==> src/rtl/uart_tx_engine.sv <==
// uart_tx_engine: drains the TX FIFO and serialises each byte as an 8N1/8N2 frame, LSB first.
// Define UART_TX_PARITY_EN to insert an even parity bit after the data bits (8E1/8E2).
module uart_tx_engine #(
    parameter int CLK_DIV   = 104,
    parameter int STOP_BITS = 1
) (
    input  logic       clk,
    input  logic       reset,
    input  logic       enable,
    input  logic [7:0] fifo_data,
    input  logic       fifo_empty,
    output logic       fifo_pop,
    output logic       tx,
    output logic       busy
);
    localparam int CW = (CLK_DIV > 1) ? $clog2(CLK_DIV) : 1;
    localparam logic [CW-1:0] CNT_MAX = CW'(CLK_DIV - 1);
    localparam logic [2:0] LAST_STOP = 3'(STOP_BITS - 1);

    typedef enum logic [2:0] {
        IDLE,
        POP,
        LOAD,
        START,
        DATA,
`ifdef UART_TX_PARITY_EN
        PARITY,
`endif
        STOP
    } state_t;

    state_t state, state_d;
    logic [CW-1:0] cnt, cnt_d;
    logic [2:0] bit_idx, bit_d;
    logic [7:0] shift, shift_d;
    logic tx_d, busy_d, pop_d, tick;
`ifdef UART_TX_PARITY_EN
    logic par, par_d;
`endif

    assign tick = (cnt == CNT_MAX);

    always_ff @(posedge clk or posedge reset) begin
        if (reset) begin
            state    <= IDLE;
            cnt      <= '0;
            bit_idx  <= '0;
            shift    <= '0;
            tx       <= 1'b1;
            busy     <= 1'b0;
            fifo_pop <= 1'b0;
`ifdef UART_TX_PARITY_EN
            par      <= 1'b0;
`endif
        end else begin
            state    <= state_d;
            cnt      <= cnt_d;
            bit_idx  <= bit_d;
            shift    <= shift_d;
            tx       <= tx_d;
            busy     <= busy_d;
            fifo_pop <= pop_d;
`ifdef UART_TX_PARITY_EN
            par      <= par_d;
`endif
        end
    end

    always_comb begin
        state_d = state;
        cnt_d   = cnt;
        bit_d   = bit_idx;
        shift_d = shift;
        tx_d    = tx;
        busy_d  = busy;
        pop_d   = 1'b0;
`ifdef UART_TX_PARITY_EN
        par_d   = par;
`endif
        case (state)
            IDLE: if (enable && !fifo_empty) begin
                pop_d   = 1'b1;
                busy_d  = 1'b1;
                state_d = POP;
            end
            POP: state_d = LOAD;
            LOAD: begin
                shift_d = fifo_data;
                tx_d    = 1'b0;
                cnt_d   = '0;
                bit_d   = '0;
                state_d = START;
`ifdef UART_TX_PARITY_EN
                par_d   = ^fifo_data;
`endif
            end
            START: begin
                cnt_d = tick ? '0 : cnt + CW'(1);
                if (tick) begin
                    tx_d    = shift[0];
                    state_d = DATA;
                end
            end
            DATA: begin
                cnt_d = tick ? '0 : cnt + CW'(1);
                if (tick) begin
                    shift_d = shift >> 1;
                    bit_d   = bit_idx + 3'd1;
                    tx_d    = shift[1];
                    if (bit_idx == 3'd7) begin
                        bit_d   = '0;
`ifdef UART_TX_PARITY_EN
                        tx_d    = par;
                        state_d = PARITY;
`else
                        tx_d    = 1'b1;
                        state_d = STOP;
`endif
                    end
                end
            end
`ifdef UART_TX_PARITY_EN
            PARITY: begin
                cnt_d = tick ? '0 : cnt + CW'(1);
                if (tick) begin
                    tx_d    = 1'b1;
                    state_d = STOP;
                end
            end
`endif
            STOP: begin
                cnt_d = tick ? '0 : cnt + CW'(1);
                if (tick) begin
                    bit_d = bit_idx + 3'd1;
                    if (bit_idx == LAST_STOP) begin
                        // chain straight into the next frame while data is queued
                        bit_d = '0;
                        if (enable && !fifo_empty) begin
                            pop_d   = 1'b1;
                            state_d = POP;
                        end else begin
                            busy_d  = 1'b0;
                            state_d = IDLE;
                        end
                    end
                end
            end
            default: state_d = IDLE;
        endcase
    end
endmodule

==> config.mk <==
export PLATFORM = sky130hd
export DESIGN_NAME = uart_tx_engine
export DESIGN_NICKNAME = d
export VERILOG_FILES = /design/src/rtl/uart_tx_engine.sv
export SDC_FILE = /design/constraint.sdc
export NUM_CORES = 1
export LEC_CHECK = 0
export ABC_AREA = 1
export CORE_MARGIN = 4
export CORE_UTILIZATION = 55
export CTS_CLUSTER_DIAMETER = 80
export DETAILED_ROUTE_END_ITERATION = 8
export GPL_ROUTABILITY_DRIVEN = 0
export PLACE_DENSITY = 0.85
export SETUP_SLACK_MARGIN = 0.02
export SYNTH_ARGS = -nofsm -noshare
export SYNTH_HDL_FRONTEND = slang
export SYNTH_SLANG_ARGS = --single-unit
==> constraint.sdc <==
create_clock -name clk -period 1.9 [get_ports clk]
set_input_delay 0.38 -clock clk [delete_from_list [all_inputs] [get_ports clk]]
set_output_delay 0.38 -clock clk [all_outputs]
set_load 0.05 [all_outputs]
==> run summary <==
vias in the first global route - 1257
crit share post-route - 87.7%
Post-synth EDFFs - 0
worst-path maximum fanout - 9
ys async rst share - 100%
DRT Pass-1 Iters - 4
largest net degree at the start of global routing - 25
multi-input logic area - 718 um2
dpl cells - 238
post-synth top area share - 40.3%
mux cell area share after synthesis - 0%
sequential area share after synthesis - 42.1%
htree depth - 1
Critical Path Slowest Stage Cell - dfrtp_1
Worst VDD drop - 0.949 mV
CTS buffer count - 3
Root Driver - clkbuf_4
Post-DRT Antenna Nets - 0
CORE AREA - 0.00248 mm2
pre-CTS WS - 0.336 ns
Synth Area in Compound Gates - 7.88%
Yosys warnings - 0
ys flop type - dfrtp_1
cell seen most often among critical-path stages - nand2_1
DRC errors left - 0
Die H - 59.0 um
initial antenna violation count - 0
number of nets in the layout - 230
Slew @ Worst Pin - 0.500 ns
top post-synthesis cells by count - 81 x nand2_1, 23 x dfrtp_1, 18 x nand3_1, 16 x inv_1, 13 x nor2_1
CTS tree - built
Finished Layout Cells - 242
Slew Limit Fails - 0
via/cell ratio - 5.23
DR top layer - met4
Metal-1 WL - 1310 um
layout cell share with drive strength beyond 1 - 10.8%
outcome - finished, final reports clean
CP peak stage delay - 0.42 ns
Clock Skews - 0.0158 ns
synthesized instance count - 195
CP endpoint kind - register
leading area contributor after synthesis - dfrtp_1
P&R area growth vs syn - 15.0%
Detailed Place HPWL - 2100 um
clk sink count - 24
post-synthesis simple-gate area fraction - 36.8%
Clock Pin Slew Worst Setup and Hold Paths - 0.14 ns
leakage - 0.000879 uW
global-route wire length before repair - 5150 um
average size of a mapped cell - 7.33 um2
TNS Setup - 0 ns
Area contributors post-synth - dfrtp_1 40%, nand2_1 21%, nand3_1 6.3%
Hold Fails Final Rpt - 0
Yosys reg bits - 24
Worst Setup Path Type - reg2reg
Data required, critical path - 2.11 ns
Crit path arrival time - 1.88 ns
1st-iter DRT viols - 58
Rel. slew slack - 66.6%
Netlist cell types - 25
WL per Instance - 11.9 um
diode count - 0
Net Count, Synth - 212
FMAX - 600 MHz
top-count cell post-synth - nand2_1
pwr/cell area - 1340 mW/mm2
Routed met2 length - 1360 um
DRT Wirelength - 2880 um
Ports - 15
Final WS setup - 0.234 ns
adder-cell share of the synthesized area - 4.38%
xor-xnor portion of the synthesized cell area - 1.23%
worst-path cell chain - ha_1 > nand2_1 > nor2_1 > nand2_2 > o21ai_4 > inv_2 > nand2_1 > nand2_1
DR vias - 1266
port bufs - 14
Mapped Area - 0.00143 mm2
Total GRT Usage - 19.1%
Setup crit start kind - register
Congestion Overflow GR - 0
Hold Buf Count CTS - 0
Rows - 18
die area - 0.00348 mm2
MaxCap Viol Count - 0
Final setup violation count - 0
Tightest Hold Check Type - in2async
unrepaired setup endpoints after global routing - no
width of the die - 59.0 um
Filler cells - 219
Starting Density - 57.7%
Routed met3 length - 136 um
cells on worst reg2reg path - 8
Worst-Skew Late Latency - 0.32 ns
storage element area - 602 um2
post-layout minimum cycle time - 1.67 ns
post-CTS setup buffers - 0
clk buf depth - 2
main combinational cell family by area after synthesis - simple AND/OR/NAND/NOR gates
==> layer usage <==
metal,global-route usage (%),vias to the layer above
met4,9.71,0
met2,32.3,32
met5,0,-
met1,23.7,575
met3,2.61,11
li1,-,648
==> flip-flops by register name, indices dropped and copies added, names as in the netlist <==
| register | count |
|---|---|
| bit_idx | 3 |
| tx | 1 |
| fifo_pop | 1 |
| state | 3 |
| busy | 1 |
| cnt | 7 |
| shift | 8 |
==> placed cells by master, fill, tap and decap left out <==
cell             Yosys  layout
or2_2                1       1
a21oi_1              1       1
nor2_2               1       1
ha_1                 5       5
clkdlybuf4s50_1      0      11
dlygate4sd2_1        0       1
o22ai_1              2       2
clkbuf_4             0       3
o21ai_4              1       1
buf_4                1       3
o21ai_0              9       9
o21ai_1              2       2
inv_1               16      16
nand3_1             18      18
nand2_2              2       2
dfrtp_1             23      23
nor2_4               2       2
dfstp_2              1       1
dlymetal6s2s_1       0       1
xor2_1               2       2
nand2_1             81      81
inv_2                5       5
o21ai_2              1       1
nand4_1              2       2
o211ai_1             1       1
bufinv_16            0       1
a21boi_0             1       1
nor2_1              13      13
nand2_4              2       2
==> path summary, 6_finish.rpt <==
path / from / endpoint / slack, ns
worst max-delay path: cnt[0] / shift[7] / 0.23
worst min-delay path: reset / shift[0] / 0.38
worst max register to register: cnt[0] / shift[7] / 0.23
worst min register to register: tx / tx / 0.48
max in group asynchronous: reset / tx / 1.24
min in group clk: tx / tx / 0.48
==> power breakdown <==
part	internal (uW)	total [uW]	switching [uW]
Combinational	338	978	640
Clock	213	366	153
Sequential	686	863	176
==> metrics by stage <==
stage	total power (uW)	util (%)	hold slack, ns	cell area, um2
after floorplan	1650	-	0.394	1430
after global placement	1800	64.1	0.456	1590
after detailed placement	1850	64.1	0.458	1590
after CTS	2220	66.2	0.393	1640
after global routing	2410	66.3	0.406	1640
final	2210	66.3	0.382	1640
==> worst max-delay path, delay by kind of cell (launching register included) <==
kind,cells,cell delay [ns]
flip-flops,1,0.42
AND/OR/NAND/NOR,5,0.55
adder cells (fa/ha/maj),1,0.20
AO/OA/AOI/OAI,1,0.28
buffers and inverters,1,0.13
==> final cells by class <==
type                    count  share of cell area [%]
multi-input cells         147                    43.7
flip-flops and latches     24                    36.6
repair buffers             16                    9.37
well taps                  30                    2.28
clock inverters             1                    1.83
inverters                  21                    4.80
clock buffers               3                    1.37
==> repair_timing <==
action | in CTS | in global routing
cloned | 0 | 0
setup endpoints to repair | 1 | 1
resized for setup | 1 | 1
==> kinds of logic after synthesis <==
group                      after synthesis
and+or+nand+nor                        122
buffers and inverters                   24
DFF                                     24
AOI/OAI and AO/OA                       18
adders and majority gates                5
xor gates and xnor gates                 2
Note: power is estimated with default switching activity, not from simulation.
